### src/rtl/ub_write_packer_if.sv
// Unified-buffer row write bus. The packer drives a request with address and
// row data; the buffer answers with ready. A write happens on en & ready.
interface ub_write_packer_if #(
  parameter int LANES  = 4,
  parameter int ADDR_W = 8
);
  logic                 ub_wr_en;
  logic                 ub_wr_ready;
  logic [ADDR_W-1:0]    ub_wr_addr;
  logic [8*LANES-1:0]   ub_wr_data;

  // Row producer (the packer).
  modport master (
    output ub_wr_en,
    output ub_wr_addr,
    output ub_wr_data,
    input  ub_wr_ready
  );

  // Row consumer (the unified buffer).
  modport slave (
    input  ub_wr_en,
    input  ub_wr_addr,
    input  ub_wr_data,
    output ub_wr_ready
  );
endinterface

### src/rtl/ub_write_packer.sv
// Packs the serial int8 stream from the quantize stage into LANES-wide rows
// and writes them to the unified buffer at consecutive addresses starting at
// a programmed base. The upstream pipeline cannot stall, so a small FIFO
// absorbs buffer backpressure; a row arriving at a full FIFO is dropped and
// flagged through the sticky overflow bit.
module ub_write_packer #(
  parameter int LANES      = 4,
  parameter int ADDR_W     = 8,
  parameter int FIFO_DEPTH = 4
) (
  input  logic              clk,
  input  logic              reset_n,
  input  logic              start,
  input  logic [ADDR_W-1:0] base_addr,
  input  logic [ADDR_W-1:0] row_count,
  input  logic              valid_in,
  input  logic [7:0]        data_in,
  output logic              busy,
  output logic              done,
  output logic              overflow,
  ub_write_packer_if.master ub
);

  localparam int ROW_W  = 8 * LANES;
  localparam int LANE_W = (LANES > 1) ? $clog2(LANES) : 1;
  localparam int PTR_W  = (FIFO_DEPTH > 1) ? $clog2(FIFO_DEPTH) : 1;
  localparam logic [LANE_W-1:0] LAST_LANE = LANE_W'(LANES - 1);
  localparam logic [PTR_W:0]    FIFO_FULL = (PTR_W + 1)'(FIFO_DEPTH);

  typedef enum logic [1:0] {
    S_IDLE,
    S_PACK,
    S_DRAIN,
    S_DONE
  } state_t;

  state_t state_q, state_d;

  // Job registers
  logic [ADDR_W-1:0] base_q;
  logic [ADDR_W-1:0] count_q;
  logic [ADDR_W-1:0] rows_pushed_q;

  // Row assembly: lanes 0..LANES-2 are held here, the last lane comes
  // straight from data_in on the push edge.
  logic [LANE_W-1:0]      lane_q;
  logic [8*(LANES-1)-1:0] partial_q;

  // Row FIFO. Each entry carries its own address so that a dropped row still
  // consumes its slot in the address sequence and later rows stay positional.
  logic [ROW_W-1:0]  data_mem [FIFO_DEPTH];
  logic [ADDR_W-1:0] addr_mem [FIFO_DEPTH];
  logic [PTR_W-1:0]  wr_ptr_q;
  logic [PTR_W-1:0]  rd_ptr_q;
  logic [PTR_W:0]    fill_q;

  logic              start_ok;
  logic              byte_ok;
  logic              row_push;
  logic              last_row;
  logic              fifo_empty;
  logic              fifo_full;
  logic              pop;
  logic              push_ok;
  logic              push_drop;
  logic [ROW_W-1:0]  row_word;
  logic [ADDR_W-1:0] row_addr;

  assign start_ok   = (state_q == S_IDLE) && start;
  assign byte_ok    = (state_q == S_PACK) && valid_in;
  assign row_push   = byte_ok && (lane_q == LAST_LANE);
  assign last_row   = (rows_pushed_q + ADDR_W'(1)) == count_q;
  assign fifo_empty = (fill_q == '0);
  assign fifo_full  = (fill_q == FIFO_FULL);
  assign pop        = !fifo_empty && ub.ub_wr_ready;
  // A pop in the same cycle frees the slot, so a full FIFO still accepts.
  assign push_ok    = row_push && (!fifo_full || pop);
  assign push_drop  = row_push && !push_ok;
  assign row_word   = {data_in, partial_q};
  assign row_addr   = base_q + rows_pushed_q;

  // State register.
  // NOTE: sequential state uses non-blocking assignments so every flop
  // samples the pre-edge values regardless of process ordering.
  always_ff @(posedge clk or negedge reset_n) begin
    if (!reset_n) state_q <= S_IDLE;
    else          state_q <= state_d;
  end

  // Next-state logic.
  // NOTE: state_d gets its default before the case so no path leaves it
  // unassigned, which would otherwise infer a latch.
  always_comb begin
    state_d = state_q;
    case (state_q)
      S_IDLE: begin
        if (start) state_d = (row_count == '0) ? S_DONE : S_PACK;
      end
      S_PACK: begin
        if (row_push && last_row) state_d = S_DRAIN;
      end
      S_DRAIN: begin
        if (fifo_empty || ((fill_q == (PTR_W + 1)'(1)) && pop)) state_d = S_DONE;
      end
      S_DONE:  state_d = S_IDLE;
      default: state_d = S_IDLE;
    endcase
  end

  // Job parameters, row counter and the sticky overflow flag.
  always_ff @(posedge clk or negedge reset_n) begin
    if (!reset_n) begin
      base_q        <= '0;
      count_q       <= '0;
      rows_pushed_q <= '0;
      overflow      <= 1'b0;
    end else if (start_ok) begin
      base_q        <= base_addr;
      count_q       <= row_count;
      rows_pushed_q <= '0;
      overflow      <= 1'b0;
    end else begin
      if (row_push)  rows_pushed_q <= rows_pushed_q + ADDR_W'(1);
      if (push_drop) overflow      <= 1'b1;
    end
  end

  // Lane counter and partial-row assembly.
  always_ff @(posedge clk or negedge reset_n) begin
    if (!reset_n) begin
      lane_q    <= '0;
      partial_q <= '0;
    end else if (start_ok) begin
      lane_q <= '0;
    end else if (byte_ok) begin
      if (lane_q == LAST_LANE) begin
        lane_q <= '0;
      end else begin
        lane_q                    <= lane_q + LANE_W'(1);
        partial_q[8*lane_q +: 8]  <= data_in;
      end
    end
  end

  // FIFO pointers and fill level.
  always_ff @(posedge clk or negedge reset_n) begin
    if (!reset_n) begin
      wr_ptr_q <= '0;
      rd_ptr_q <= '0;
      fill_q   <= '0;
    end else begin
      if (push_ok) wr_ptr_q <= wr_ptr_q + PTR_W'(1);
      if (pop)     rd_ptr_q <= rd_ptr_q + PTR_W'(1);
      fill_q <= fill_q + (PTR_W + 1)'(push_ok) - (PTR_W + 1)'(pop);
    end
  end

  // FIFO storage.
  // NOTE: the storage array has no reset; its contents are never visible
  // while the FIFO is empty, and leaving it unreset keeps it a plain RAM.
  always_ff @(posedge clk) begin
    if (push_ok) begin
      data_mem[wr_ptr_q] <= row_word;
      addr_mem[wr_ptr_q] <= row_addr;
    end
  end

  // Outputs. The head entry is masked while empty so the bus reads zero
  // after reset; it is otherwise held until the handshake.
  assign ub.ub_wr_en   = !fifo_empty;
  assign ub.ub_wr_addr = fifo_empty ? '0 : addr_mem[rd_ptr_q];
  assign ub.ub_wr_data = fifo_empty ? '0 : data_mem[rd_ptr_q];
  assign busy          = (state_q != S_IDLE);
  assign done          = (state_q == S_DONE);

endmodule

### src/flat_wrapper.sv
// flat-port wrapper written by rule: the top's interface ports become plain ports
module ub_write_packer_flat 
#(
  parameter int LANES      = 4,
  parameter int ADDR_W     = 8,
  parameter int FIFO_DEPTH = 4
)
  (clk, reset_n, start, base_addr, row_count, valid_in, data_in, busy, done, overflow, ub_ub_wr_en, ub_ub_wr_addr, ub_ub_wr_data, ub_ub_wr_ready);
  ub_write_packer_if #(.LANES(LANES), .ADDR_W(ADDR_W)) ub_i ();
  input  logic clk;
  input  logic reset_n;
  input  logic start;
  input  logic [ADDR_W-1:0] base_addr;
  input  logic [ADDR_W-1:0] row_count;
  input  logic valid_in;
  input  logic [7:0] data_in;
  output logic busy;
  output logic done;
  output logic overflow;
  output wire logic [$bits(ub_i.ub_wr_en)-1:0] ub_ub_wr_en;
  output wire logic [$bits(ub_i.ub_wr_addr)-1:0] ub_ub_wr_addr;
  output wire logic [$bits(ub_i.ub_wr_data)-1:0] ub_ub_wr_data;
  input wire logic [$bits(ub_i.ub_wr_ready)-1:0] ub_ub_wr_ready;
  assign ub_ub_wr_en = ub_i.ub_wr_en;
  assign ub_ub_wr_addr = ub_i.ub_wr_addr;
  assign ub_ub_wr_data = ub_i.ub_wr_data;
  assign ub_i.ub_wr_ready = ub_ub_wr_ready;
  ub_write_packer #(.LANES(LANES), .ADDR_W(ADDR_W), .FIFO_DEPTH(FIFO_DEPTH)) u_core (.clk(clk), .reset_n(reset_n), .start(start), .base_addr(base_addr), .row_count(row_count), .valid_in(valid_in), .data_in(data_in), .busy(busy), .done(done), .overflow(overflow), .ub(ub_i));
endmodule
### config.mk
export PLATFORM = sky130hd
export DESIGN_NAME = ub_write_packer_flat
export DESIGN_NICKNAME = d
export VERILOG_FILES = /design/src/rtl/ub_write_packer_if.sv /design/src/rtl/ub_write_packer.sv /design/src/flat_wrapper.sv
export SDC_FILE = /design/constraint.sdc
export NUM_CORES = 1
export LEC_CHECK = 0
export ABC_AREA = 1
export CAP_MARGIN = 40
export CELL_PAD_IN_SITES_DETAIL_PLACEMENT = 2
export CELL_PAD_IN_SITES_GLOBAL_PLACEMENT = 2
export CORE_ASPECT_RATIO = 0.7
export CORE_MARGIN = 4
export CORE_UTILIZATION = 30
export CTS_CLUSTER_SIZE = 25
export DETAILED_ROUTE_END_ITERATION = 8
export PLACE_DENSITY = 0.68
export SLEW_MARGIN = 20
export SYNTH_ARGS = -nofsm -noshare
export SYNTH_HDL_FRONTEND = slang
export SYNTH_SLANG_ARGS = --single-unit
### constraint.sdc
create_clock -name clk -period 4.56 [get_ports clk]
set_clock_uncertainty 0.1 [all_clocks]
set_input_delay 1.14 -clock clk [delete_from_list [all_inputs] [get_ports clk]]
set_output_delay 1.14 -clock clk [all_outputs]
set_load 0.05 [all_outputs]
; Word-level counts from Yosys, hierarchy flattened
; Memory sizes are Yosys's and may differ from the RTL's.
; Index checks and enable logic that the tools add are counted.
[totals]
regBits = 60
mem_bits_rw = 160
input_bits = 29
out_inout_bits = 44
wordCells = 73
n_memories = 2
[memory_table]
columns = name, depth, width, read_ports, rd_ports_with_merged_regs, wr, line
row1 = u_core.data_mem, 4, 32, 1, 0, 1, ub_write_packer.sv:51  ; logic [ROW_W-1:0] data_mem [FIFO_DEPTH];
row2 = u_core.addr_mem, 4, 8, 1, 0, 1, ub_write_packer.sv:52  ; logic [ADDR_W-1:0] addr_mem [FIFO_DEPTH];
[classes]
n_addsub = 8
n_eq_ne = 10
shift = 2
muxes = 17
bitwise = 2
n_reduce_logical = 22
[ops]
columns = operator, n
row1 = negation 5 -> 34 bit, 1
row2 = variable shift 8 x 34 -> 24 bit (first input constant), 1
row3 = indexed part select 8 x 34 -> 24 bit, 1
row4 = two-way mux 32 bit, 1
row5 = bitwise mux 24 bit, 1
row6 = two-way mux 8 bit, 3
row7 = two-way mux 2 bit, 7
row8 = adder 8 x 1 -> 8 bit (second input constant), 1
row9 = adder 8 bit, 1
row10 = equality test 8 bit, 1
row11 = logical AND 1 bit, 8
row12 = zero test 8 bit, 1
row13 = case mux 2 bit (4 select lines), 1
row14 = nonzero test 2 bit, 4
row15 = adder 2 x 1 -> 2 bit (second input constant), 3
row16 = equality test 2 bit (second input constant), 3
row17 = AND reduction 3 bit, 2
row18 = two-way mux 1 bit, 4
row19 = != test 2 bit (second input constant), 2
row20 = adder 3 x 1 -> 3 bit, 1
row21 = equality test 3 x 1 -> 1 bit (second input constant), 1
row22 = equality test 3 bit (second input constant), 1
row23 = zero test 1 bit, 3
row24 = zero test 3 bit, 1
row25 = 6 further kinds, 8

; Depth between registers and ports, before layout
; Gate-level depths: netlist (run 1).
[logic_depth]
word_depth = 9
mapped_depth = 14
depth_no_buf = 14

; Worst setup path after synthesis (run 1)
; Ideal clock, no wire load.
[synth_path]
path_kind = input-to-reg
startpoint = input port valid_in
endpoint = memory u_core.addr_mem[0][0], enable pin
setup_time_ps = 437
arrival_ps = 3432
t_required_ps = 4023
slack_ps = 590
stages = 6
path_buffers = 0
cell_sequence = nand2_1 nor2_1 inv_1 nor2_1 inv_1 nor2_1
[synth_between]
elab_chain_cells = 5
[synth_rtl]
columns = element, line
row1 = start: declaration, flat_wrapper.sv:15  ; input logic valid_in;
row2 = logical AND 1 bit, ub_write_packer.sv:70  ; assign byte_ok = (state_q == S_PACK) && valid_in;
row3 = logical AND 1 bit, ub_write_packer.sv:71  ; assign row_push = byte_ok && (lane_q == LAST_LANE);
row4 = logical AND 1 bit, ub_write_packer.sv:77  ; assign push_ok = row_push && (!fifo_full || pop);
row5 = net u_core.push_ok, ub_write_packer.sv:64  ; logic push_ok;
row6 = two-way mux 1 bit, ub_write_packer.sv:162  ; if (push_ok) begin
row7 = two-way mux 1 bit (implied by the code), ub_write_packer.sv:164  ; addr_mem[wr_ptr_q] <= row_addr;
row8 = end: declaration, ub_write_packer.sv:52
; The timed path passes the listed nets, and every way through them passes these cells.

; Final worst setup path (run 1)
[layout_path]
startpoint = register u_core.fill_q[2]
endpoint = output port ub_ub_wr_en
[layout_between]
elab_chain_cells = 2
[layout_rtl]
columns = element, line
row1 = start: declaration, ub_write_packer.sv:55  ; logic [PTR_W:0] fill_q;
row2 = start signal: assignment, ub_write_packer.sv:154  ; fill_q <= fill_q + (PTR_W + 1)'(push_ok) - (PTR_W + 1)'(pop);
row3 = zero test 3 bit, ub_write_packer.sv:73  ; assign fifo_empty = (fill_q == '0);
row4 = zero test 1 bit, ub_write_packer.sv:170  ; assign ub.ub_wr_en = !fifo_empty;
row5 = end: declaration, flat_wrapper.sv:20  ; output wire logic [$bits(ub_i.ub_wr_en)-1:0] ub_ub_wr_en;
; No other way between the ends.

==> metrics.cfg, run 1 <==
[timing]
hold_viol=0
slew_headroom_pct=56.1
final_max_slew_viol_count=0
clock.fmax_mhz=270
setup_ws_ns=0.857
setup_viol=0
fin_setup_tns_ns=0
rsz0062_at_grt=no
period_share_pct=81.2
layout_min_cycle_time_ns=3.70
worstMarginPinSlew_ns=0.656

[die]
die_area_sq_mm=0.0344
die_h_um=156
fp-row-count=54
die_w_um=220
initial_core_util_pct=30.4
io_pins=73
core_area_sq_mm=0.0311

[min_path]
hold_end=u_core.base_q[3]
min_path_cells=2
min_from=u_core.base_q[3]
min_path_type=reg -> reg

[clock_network]
ctsResizeCount=0
ctsHtreeMaxLevel=1
cts_buffer_depth=3
root_buffer=clkbuf_16
cts.sink_count=220
clkTransAtPathRegs_ns=0.06
cts_setup_buffers=0
clock_latency_ns=0.51
cts_tree=yes
cts_made_buffers=24
cts_hold_buf=0

[final_layout]
diodes=0
area_growth_syn_to_layout_pct=26.9
final_common_cell=nor2_1
layout_common_cells=181 x nor2_1, 160 x edfxtp_1, 108 x nand2_1, 103 x o21ai_0, 59 x dfrtp_1
drive_gt1_share_pct=11.5
stdcell_count=1395
fin_nets=1012
filler_cell_count=3293

[setup_path]
cp_slowest_cell=clkdlybuf4s50_1
crit_type=reg -> out
reg2reg_slack_ns=1.76
cp.required_ns=3.32
worstPathCellList=nor2_1 -> inv_1 -> nor2_4 -> inv_1 -> clkdlybuf4s50_1
start_kind=flip-flop
ff2ff_path_depth=9
path_max_fanout=18
r2r_start=u_core.state_q[1]
r2r-end=u_core.data_mem[1][14]
crit_top_cell=inv_1
end_kind=output port
crit_path_max_incr_delay_ns=0.72
arrival_ns=2.46

[synthesis]
synth.distinct_cells=26
syn_inst=879
synth.ff_latch_count=220
syn_nets=934
yosysWarnings=0
synth_area_sq_mm=0.00943
avgSynthCellArea_sq_um=10.7
yosysSeqAreaShare_pct=66.9

[route]
drc=0
first_pass_iters=4
num_vias=6730
ant_nets=0
wl_per_cell_um=19.6
routed_via_density=4.82
wl_um=27300
drtIter0Drc=362

[run]
drv_cap=0

[place]
gp_congestion=0.760
port_buffers=72
dp_hpwl_um=17500
pre_cts_ws_ns=0.863
dp.cells=1351

[grt]
grt_use_met1_pct=23.2
grt_usage_pct=15.9
grt_pass1_wl_um=43200
grt_max_degree=54
antenna_found_initial=0
met2_usage_pct=26.1
grtUsageMet3_pct=2.06
first_global_vias=7369
gr-total-overflow=0
busiest_layer=met2

[run_status]
status=completed

[pwr]
power_density_mw_per_mm2=758
vdd_drop_max_mv=0.544
leakage_nw=4.66

routing by layer:
layer	vias to the layer above	share of wire [%]
li1	3158	-
met1	3459	49
met2	88	46
met3	25	3.0
met4	0	1.2
met5	-	0
cells by family after synthesis:
group	count (synthesis)	synth area share, %
and+or+nand+nor	353	15.2
adders and majority gates	26	3.61
AOI/OAI and AO/OA	174	9.34
xor gates and xnor gates	13	1.21
DFF	220	66.9
buffers and inverters	93	3.78
synth_stat cells:
cell / instances / share of area, %
nand2_1: 108 / 4.3
o21ai_0: 103 / 5.5
nor4_1: 2 / 0.13
nand2_2: 3 / 0.20
nand3_1: 31 / 1.6
a21oi_1: 48 / 2.5
fa_1: 2 / 0.42
buf_2: 6 / 0.32
inv_1: 55 / 2.2
edfxtp_1: 160 / 51
nor2_2: 4 / 0.27
nor3_1: 1 / 0.053
nand4_1: 15 / 0.99
ha_1: 24 / 3.2
xnor2_1: 3 / 0.28
o21ai_1: 16 / 0.85
nor2_1: 186 / 7.4
xor2_1: 10 / 0.93
inv_2: 2 / 0.080
clkbuf_1: 29 / 1.2
dfrtp_1: 60 / 16
o211ai_1: 1 / 0.080
nand3b_1: 2 / 0.16
o22ai_1: 6 / 0.40
or2_2: 1 / 0.066
buf_1: 1 / 0.040
flip-flops by register name, summed over array words and instances (netlist names), 3 cells and up:
register	cells
u_core.partial_q	24
u_core.data_mem	128
u_core.base_q	8
u_core.rows_pushed_q	8
u_core.count_q	8
u_core.addr_mem	32
u_core.fill_q	3
power by group:
| group | leakage, nW | switching [mW] | total [mW] | internal (mW) |
|---|---|---|---|---|
| registers | 2.21 | 0.157 | 2.55 | 2.40 |
| clock network | 0.417 | 0.808 | 2.07 | 1.26 |
| logic | 2.03 | 2.78 | 4.45 | 1.68 |
area by class of cell:
class,instances,area (sq um),share of cell area (%)
repair buffers,88,1270,10.6
well taps,420,526,4.39
clock buffers,32,712,5.95
inverters,57,214,1.79
clock inverters,12,136,1.14
multi-input cells,566,2810,23.4
flip-flops and latches,220,6310,52.7
worst max-delay path by stage:
| stage | from | to | slack [ns] | cells past startpoint |
|---|---|---|---|---|
| 2_1_floorplan | valid_in | u_core.addr_mem[0][0] | 0.59 | 6 |
| 6_report | u_core.fill_q[2] | ub_ub_wr_en | 0.86 | 5 |
| 3_5_place_dp | valid_in | u_core.data_mem[1][1] | 0.86 | 8 |
| 3_3_place_gp | valid_in | u_core.data_mem[1][1] | 0.97 | 8 |
| 4_1_cts | u_core.fill_q[2] | ub_ub_wr_en | 0.77 | 5 |
| 5_1_grt | u_core.fill_q[1] | ub_ub_wr_en | 0.69 | 5 |
stage by stage:
stage	hold WS, ns	util (%)	power (mW)	instance area (sq um)
detailed placement	0.391	35.8	7.10	11100
finish	0.398	38.5	9.08	12000
global placement	0.389	35.8	6.99	11100
global route	0.429	38.5	9.60	12000
floorplan	0.353	-	4.99	9430
CTS	0.411	38.5	9.22	12000
worst max-delay path: cells and delay by family, from the launching register on:
family / cells / cell delay (ns)
AND/OR/NAND/NOR: 2 / 0.65
flip-flops: 1 / 0.39
buffers and inverters: 3 / 0.89
Power figures use the tool's default switching activity.
==> run 2, diff against run 1 <==
==> constraint.sdc (replaced) <==
create_clock -name clk -period 3.6 [get_ports clk]
set_clock_uncertainty 0.1 [all_clocks]
set_input_delay 0.9 -clock clk [delete_from_list [all_inputs] [get_ports clk]]
set_output_delay 0.9 -clock clk [all_outputs]
set_load 0.05 [all_outputs]
==> run 2 against run 1 <==
  * Combinational power up 26%
  * Total power up 24%
  * Flip-flop and latch count unchanged
  * Final cell count up 0.22%
  * Non-clock buffer count up 3
  * First-iteration DRC count down 8.6%
  * Worst setup slack worse by 0.67 ns
  * Sequential share of layout area up 0.093 points
  * Die area unchanged
  * Critical path depth unchanged
  * Routed wire length down 0.25%
  * Core utilization down 0.052 points
  * Critical endpoint is now ub_ub_wr_addr[1]
  * Largest cell class unchanged
  * Highest routed layer unchanged
==> metrics.cfg, run 2 (same netlist as run 1, synthesis figures left out) <==
[setup_path]
r2r-end=u_core.data_mem[1][5]
start_kind=flip-flop
r2r_start=u_core.state_q[1]
ff2ff_path_depth=9  ; unchanged
arrival_ns=2.42  ; -0.04 ns
crit_path_start=u_core.rd_ptr_q[0]
reg2reg_slack_ns=1.00  ; -0.76 ns
end_kind=output port
cp.required_ns=2.60  ; -0.72 ns
crit_type=reg -> out
path_max_fanout=80  ; +62

[timing]
worstMarginPinSlew_ns=0.536  ; -0.120 ns
clock.fmax_mhz=293
whs_ns=0.302  ; -0.0957 ns
rsz0062_at_grt=no
period_share_pct=94.9
final_max_slew_viol_count=0  ; unchanged
hold_viol=0  ; unchanged
layout_min_cycle_time_ns=3.42
setup_viol=0  ; unchanged
slew_headroom_pct=64.1  ; +8.0 points
setup_ws_ns=0.184  ; -0.673 ns

[clock_network]
cts_made_buffers=24  ; unchanged
clkTransAtPathRegs_ns=0.06  ; about the same
cts_tree=yes
root_buffer=clkbuf_16
cts_buffer_depth=3  ; unchanged
ctsHtreeMaxLevel=1  ; unchanged
clock_latency_ns=0.51  ; about the same
cts.sink_count=220  ; unchanged
cts_setup_buffers=0  ; unchanged

[final_layout]
layout_common_cells=181 x nor2_1, 160 x edfxtp_1, 108 x nand2_1, 103 x o21ai_0, 59 x dfrtp_1
area_growth_syn_to_layout_pct=26.8
reg_top3=u_core.data_mem (128), u_core.addr_mem (32), u_core.partial_q (24)
diodes=0  ; unchanged
final_util_pct=38.5  ; -0.052 points
drive_gt1_share_pct=11.3  ; -0.14 points
design_area_sq_mm=0.0120  ; -0.14%
fin_nets=1015  ; +0.30%
final_common_cell=nor2_1
largest_reg_flops=128  ; unchanged
largest_register=u_core.data_mem

[pwr]
leakage_nw=4.65  ; -0.37%
power_mw=11.3  ; +24%
power_density_mw_per_mm2=944  ; +25%
vdd_drop_max_mv=0.668  ; +23%

[route]
num_vias=6711  ; -0.28%
routed_via_density=4.80  ; -0.50%
wl_um=27200  ; -0.25%
first_pass_iters=5  ; +1
ant_nets=0  ; unchanged
wl_per_cell_um=19.5  ; -0.46%
drtIter0Drc=331  ; -8.6%
drc=0  ; unchanged

[grt]
antenna_found_initial=0  ; unchanged
grt_max_degree=81  ; +50%
gr-total-overflow=0  ; unchanged
first_global_vias=7675  ; +4.2%
grt_usage_pct=16.1  ; +0.16 points
grt_pass1_wl_um=43500  ; +0.77%

[die]
core_area_sq_mm=0.0311  ; unchanged
die_h_um=156  ; unchanged
initial_core_util_pct=30.4  ; unchanged
io_pins=73  ; unchanged
die_w_um=220  ; unchanged
die_area_sq_mm=0.0344  ; unchanged
fp-row-count=54  ; unchanged

[place]
place_area_sq_mm=0.0112  ; +0.61%
gp_congestion=0.758  ; -0.29%
dp_hpwl_um=18100  ; +3.1%
port_buffers=72  ; unchanged
pre_cts_ws_ns=0.358  ; -0.505 ns

[run_status]
status=completed

[run]
drv_cap=0  ; unchanged

[min_path]
min_path_type=in -> async

-- run 2: where the power goes --
group / internal [mW] / switching (mW) / total (mW)
clock network: 1.38 / 0.991 / 2.37
registers: 3.04 / 0.270 / 3.31
logic: 2.16 / 3.45 / 5.61
-- run 2: timing repair --
action | in CTS | in global routing
hold buffers | 0 | 0
endpoints found under the setup margin | 2 | 1
gates cloned | 0 | 0
gates resized for setup | 1 | 1
-- run 2: area by class of cell --
class                           instances  area, sq um
Clock inverter                         12         81.3
Inverter                               57          214
Timing Repair Buffer                   91         1340
Multi-Input combinational cell        566         2810
Fill cell                            3251        19100
Sequential cell                       220         6310
Tap cell                              420          526
Clock buffer                           32          672
-- run 2: how the worst max path moves through the flow --
stage                            end  depth (start not counted)  slack, ns
2_1_floorplan  u_core.addr_mem[0][0]                          6      -0.13
3_3_place_gp   u_core.data_mem[1][4]                          8       0.51
3_5_place_dp   u_core.data_mem[0][4]                          8       0.36
4_1_cts             ub_ub_wr_data[2]                          5       0.06
5_1_grt             ub_ub_wr_addr[1]                          5       0.03
6_report            ub_ub_wr_addr[1]                          5       0.18
-- run 2: worst max-delay path, cell delays in order, from the launching register on --
cell	delay [ns]
dfrtp_4	0.67
inv_2	0.14
buf_12	0.30
o21ai_0	0.15
a21oi_1	0.41
buf_12	0.20
-- run 2: metal layers --
layer	wire (um)	vias to the layer above	part of all wire, %	global-route usage [%]
met4	431	0	1.6	2.99
li1	-	3169	-	-
met5	0	-	0	0
met3	771	33	2.8	2.06
met1	12900	3423	48	22.2
met2	13100	86	48	27.6
-- run 2: through the flow --
step	setup TNS, ns	std cells
4_1_cts	0	1397
3_3_place_gp	0	1352
3_5_place_dp	0	1353
2_1_floorplan	-20.75	879
6_report	0	1398
5_1_grt	0	1398
